$ cat config.mk
export PLATFORM = sky130hd
export DESIGN_NAME = round_robin_sel4
export DESIGN_NICKNAME = d
export VERILOG_FILES = /design/src/rtl/round_robin_sel4.sv
export SDC_FILE = /design/constraint.sdc
export NUM_CORES = 1
export LEC_CHECK = 0
export BUFFER_PORTS_ARGS = -buffer_cell sky130_fd_sc_hd__buf_4
export CAP_MARGIN = 25
export CORE_MARGIN = 2
export CORE_UTILIZATION = 51
export DETAILED_ROUTE_END_ITERATION = 16
export GPL_TIMING_DRIVEN = 1
export PLACE_DENSITY_LB_ADDON = 0.15
export SLEW_MARGIN = 20
export SYNTH_ARGS = -nofsm -noshare
export SYNTH_HDL_FRONTEND = slang
export SYNTH_SLANG_ARGS = --single-unit
$ cat constraint.sdc
create_clock -name clk -period 5.25 [get_ports clk]
set_clock_uncertainty 0.2 [all_clocks]
set_input_delay 0.525 -clock clk [delete_from_list [all_inputs] [get_ports clk]]
set_output_delay 0.525 -clock clk [all_outputs]
set_load 0.02 [all_outputs]
$ cat src/rtl/round_robin_sel4.sv
// Four-channel round-robin arbiter with a registered binary grant index.
// A grant is held until the owner pulses done, drops its request, or the
// hold counter reaches MAX_HOLD (forced release, flagged by timeout).
// Every grant is separated from the next by at least one idle cycle.
module round_robin_sel4 #(
  parameter int MAX_HOLD = 15
) (
  input  logic       clk,
  input  logic       rst_n,
  input  logic [3:0] req,
  input  logic       done,
  output logic [1:0] W,
  output logic       gnt_valid,
  output logic       timeout
);

  localparam logic [0:0] ST_IDLE  = 1'b0;
  localparam logic [0:0] ST_GRANT = 1'b1;

  // Count value seen on the final cycle of a full-length grant.
  localparam logic [7:0] HOLD_LAST = 8'(MAX_HOLD - 1);

  logic [0:0] r_state;
  logic [1:0] r_w;
  logic       r_gnt_valid;
  logic       r_timeout;
  logic [7:0] r_hold;
  logic [1:0] r_last;

  logic [1:0] w_sel;
  logic       w_any_req;
  logic       w_at_limit;
  logic       w_owner_req;
  logic       w_release;
  logic       w_forced;

  // First requesting channel searching upward from last+1, wrapping 3 -> 0.
  // Scanning from the farthest offset down lets the nearest one win.
  function automatic logic [1:0] rr_pick(input logic [3:0] r, input logic [1:0] last);
    logic [1:0] pick;
    logic [1:0] idx;
    pick = last;
    for (int k = 4; k >= 1; k--) begin
      idx = 2'(last + 2'(k));
      if (r[idx]) pick = idx;
    end
    return pick;
  endfunction

  // Next-grant selection and release decode.
  always_comb begin
    w_any_req   = |req;
    w_sel       = rr_pick(req, r_last);
    w_at_limit  = (r_hold == HOLD_LAST);
    w_owner_req = req[r_w];
    w_release   = done | ~w_owner_req | w_at_limit;
    // A limit hit coinciding with a normal release is not a timeout.
    w_forced    = w_at_limit & ~done & w_owner_req;
  end

  // Arbitration FSM with registered outputs; reset forces channel 0 priority.
  always_ff @(posedge clk or negedge rst_n) begin
    if (!rst_n) begin
      r_state     <= ST_IDLE;
      r_w         <= 2'b00;
      r_gnt_valid <= 1'b0;
      r_timeout   <= 1'b0;
      r_hold      <= 8'd0;
      r_last      <= 2'd3;
    end else begin
      case (r_state)
        ST_IDLE: begin
          r_timeout <= 1'b0;
          if (w_any_req) begin
            r_w         <= w_sel;
            r_gnt_valid <= 1'b1;
            r_hold      <= 8'd0;
            r_state     <= ST_GRANT;
          end else begin
            r_gnt_valid <= 1'b0;
          end
        end
        ST_GRANT: begin
          if (w_release) begin
            r_gnt_valid <= 1'b0;
            r_timeout   <= w_forced;
            r_last      <= r_w;
            r_state     <= ST_IDLE;
          end else begin
            r_hold      <= r_hold + 8'd1;
            r_timeout   <= 1'b0;
          end
        end
        default: begin
          r_state     <= ST_IDLE;
          r_gnt_valid <= 1'b0;
          r_timeout   <= 1'b0;
        end
      endcase
    end
  end

  assign W         = r_w;
  assign gnt_valid = r_gnt_valid;
  assign timeout   = r_timeout;

endmodule
==> results.ini <==
[flow_run]
max_cap_violations=0

[die]
die_area_sq_um=2010
fp.coreArea_sq_um=1540
die_w_um=44.8
rows=14
die_y_um=44.8
ioPinCount=11
start_util_pct=55.1

[global_route]
grt_use_total_pct=19.3
grt_pass1_wl_mm=2.78
antenna_found_initial=0
grt_max_degree=16
grt_pass1_vias=633
overflow=0

[setup_path]
reg2regPathDepth=6
r2r-start=r_hold[0]$_DFFE_PN0P_
r2r_setup_slack_ns=3.29
worstSetupPathType=flop to flop
endpoint_kind=flop
worstReg2RegEnd=r_hold[6]$_DFFE_PN0P_
cp.arrival_ns=1.93
crit_required_ns=5.22
cp-start-kind=flop
cp_max_fo=5

[drt]
final_antenna_net_count=0
wl_per_cell_um=14.6
route.detailed.drc=0
drt_iter0_markers=22
routed_via_density=5.99
drt_wl_total_mm=1.69
dr.pass1.iters=4
vias=695

[sta]
rsz0062_at_grt=false
slew_headroom_pct=69.5
clock.fmax_mhz=511
setup_violations=0
finalSetupTns_ns=0
tightest_slew_ns=0.453
fin_crit_ns=1.96
finalCritPeriodShare_pct=37.3
setup_ws_ns=3.29
drv_slew=0
hold_violations=0

[layout]
layout_commonest_cell=dfrtp_1
diodes=0
fin_nets=110
drive_gt1_share_pct=17.0
design_area_sq_um=975
syn2layout_area_growth_pct=14.7
final_cell_mix=13 x dfrtp_1, 10 x nand2_1, 10 x buf_4, 8 x mux2i_1, 6 x nand3_1
fillCellCount=136

[logic_synthesis]
syn_avg_cell_area_sq_um=9.77
synth_enable_flop_cells=0
netlist_area_sq_um=850
synth.net_count=96
synthCells=87
synthArstFlopShare_pct=100
ys_warn_count=0
ys_ff_latch=15
synth.distinct_cells=33
synthFlopType=dfrtp_1
seq_area_frac_synth_pct=44.5

[pwr]
powerDensity_nw_per_um2=447
vdd.ir_drop.worst_mv=0.287
p_leak_nw=0.440

[clocking]
clk_pin_slew_ns=0.10
clock_path_buffers=2
numCtsBuffers=3
post_cts_buffers=0
h-tree-depth=1
cts_tree=built
cts_sinks=15
clk_latency_ns=0.29
cts_root_buffer=clkbuf_4

[place]
io_buffer_count=10
dp_hpwl_mm=1.23
place_area_sq_um=937
gp_congestion=0.828
post-place-ws_ns=3.13

[min_path]
hp-class=primary input to flop
min_from=req[3]
whs_path_depth=3
whs_endpoint=W[0]$_DFFE_PN0P_

[run_status]
status=complete, no violations

[layout make-up]
class / count / area, sq um / share of cell area, %
multi-input cells: 66 / 449 / 46.1
flip-flops and latches: 15 / 378 / 38.8
repair buffers: 11 / 85.1 / 8.73
clock buffers: 3 / 22.5 / 2.31
well taps: 16 / 20.0 / 2.05
inverters: 4 / 15.0 / 1.54
clock inverters: 1 / 5.00 / 0.513
[timing repair]
action,4_1_cts,5_1_grt
hold buffers,1,0
hold endpoints to repair,13,0
resized for setup,0,0
[worst max path at each step]
stage | start | endpoint | slack [ns] | cells past startpoint
after floorplan | done | r_hold[6]$_DFFE_PN0P_ | 3.30 | 4
after global placement | done | r_hold[6]$_DFFE_PN0P_ | 3.15 | 5
after detailed placement | done | r_hold[6]$_DFFE_PN0P_ | 3.13 | 5
after CTS | W[0]$_DFFE_PN0P_ | r_hold[6]$_DFFE_PN0P_ | 3.29 | 4
final | r_hold[0]$_DFFE_PN0P_ | r_hold[6]$_DFFE_PN0P_ | 3.29 | 6
after global routing | r_hold[0]$_DFFE_PN0P_ | r_hold[5]$_DFFE_PN0P_ | 3.15 | 6
[critical path, stage by stage, from the launching register on]
cell	delay, ns
dfrtp_1	0.44
inv_1	0.07
ha_1	0.19
nand4b_1	0.15
o41ai_2	0.12
or4_1	0.54
mux2i_1	0.13
[per-layer routing]
metal	GRT usage, %	part of all wire [%]	routed length (um)	up-vias
met5	0	0	0	-
met4	5.29	0	0	0
met3	4.80	3.3	56	0
met2	29.9	44	737	13
met1	27.1	53	896	327
li1	-	-	-	355
[metrics by stage]
step / hold WS (ns) / utilization [%] / instances / power, mW
2_1_floorplan: 0.0294 / - / 87 / 0.310
3_3_place_gp: 0.188 / 60.8 / 111 / 0.365
3_5_place_dp: 0.188 / 60.8 / 111 / 0.367
4_1_cts: 0.319 / 63.2 / 116 / 0.438
5_1_grt: 0.329 / 63.2 / 116 / 0.464
6_report: 0.329 / 63.2 / 116 / 0.435
[synth_stat cells (all sizes together) (3+ instances only)]
| library cell | n | area share (%) |
|---|---|---|
| dfrtp | 13 | 38 |
| nand2 | 10 | 4.4 |
| mux2i | 8 | 9.4 |
| nand3 | 6 | 3.5 |
| inv | 4 | 1.8 |
| nor2 | 4 | 1.8 |
| a21oi | 3 | 1.8 |
| nand2b | 3 | 2.2 |
| nor3 | 3 | 1.8 |
| o21ai | 3 | 1.8 |
[logic make-up after synthesis]
family	after synthesis	share of synthesized area, %
flops	15	44.5
compound gates	20	17.4
buf+inv	6	2.65
mux	10	12.1
simple gates	33	19.4
fa+ha+maj	2	2.95
xor+xnor	1	1.03
[sequential cells by signal (all words and copies together), names as in the netlist]
register	cells
W	2
gnt_valid	1
r_hold	8
r_last	2
r_state	1
timeout	1
[report_power, final]
group / internal (mW) / switching (mW) / total (mW) / leakage (nW)
registers: 0.151 / 0.0401 / 0.192 / 0.192
clock network: 0.0283 / 0.0395 / 0.0678 / 0.0177
logic: 0.0790 / 0.0969 / 0.176 / 0.230
total: 0.259 / 0.176 / 0.435 / 0.440
Note: power is estimated with default switching activity, not from simulation.
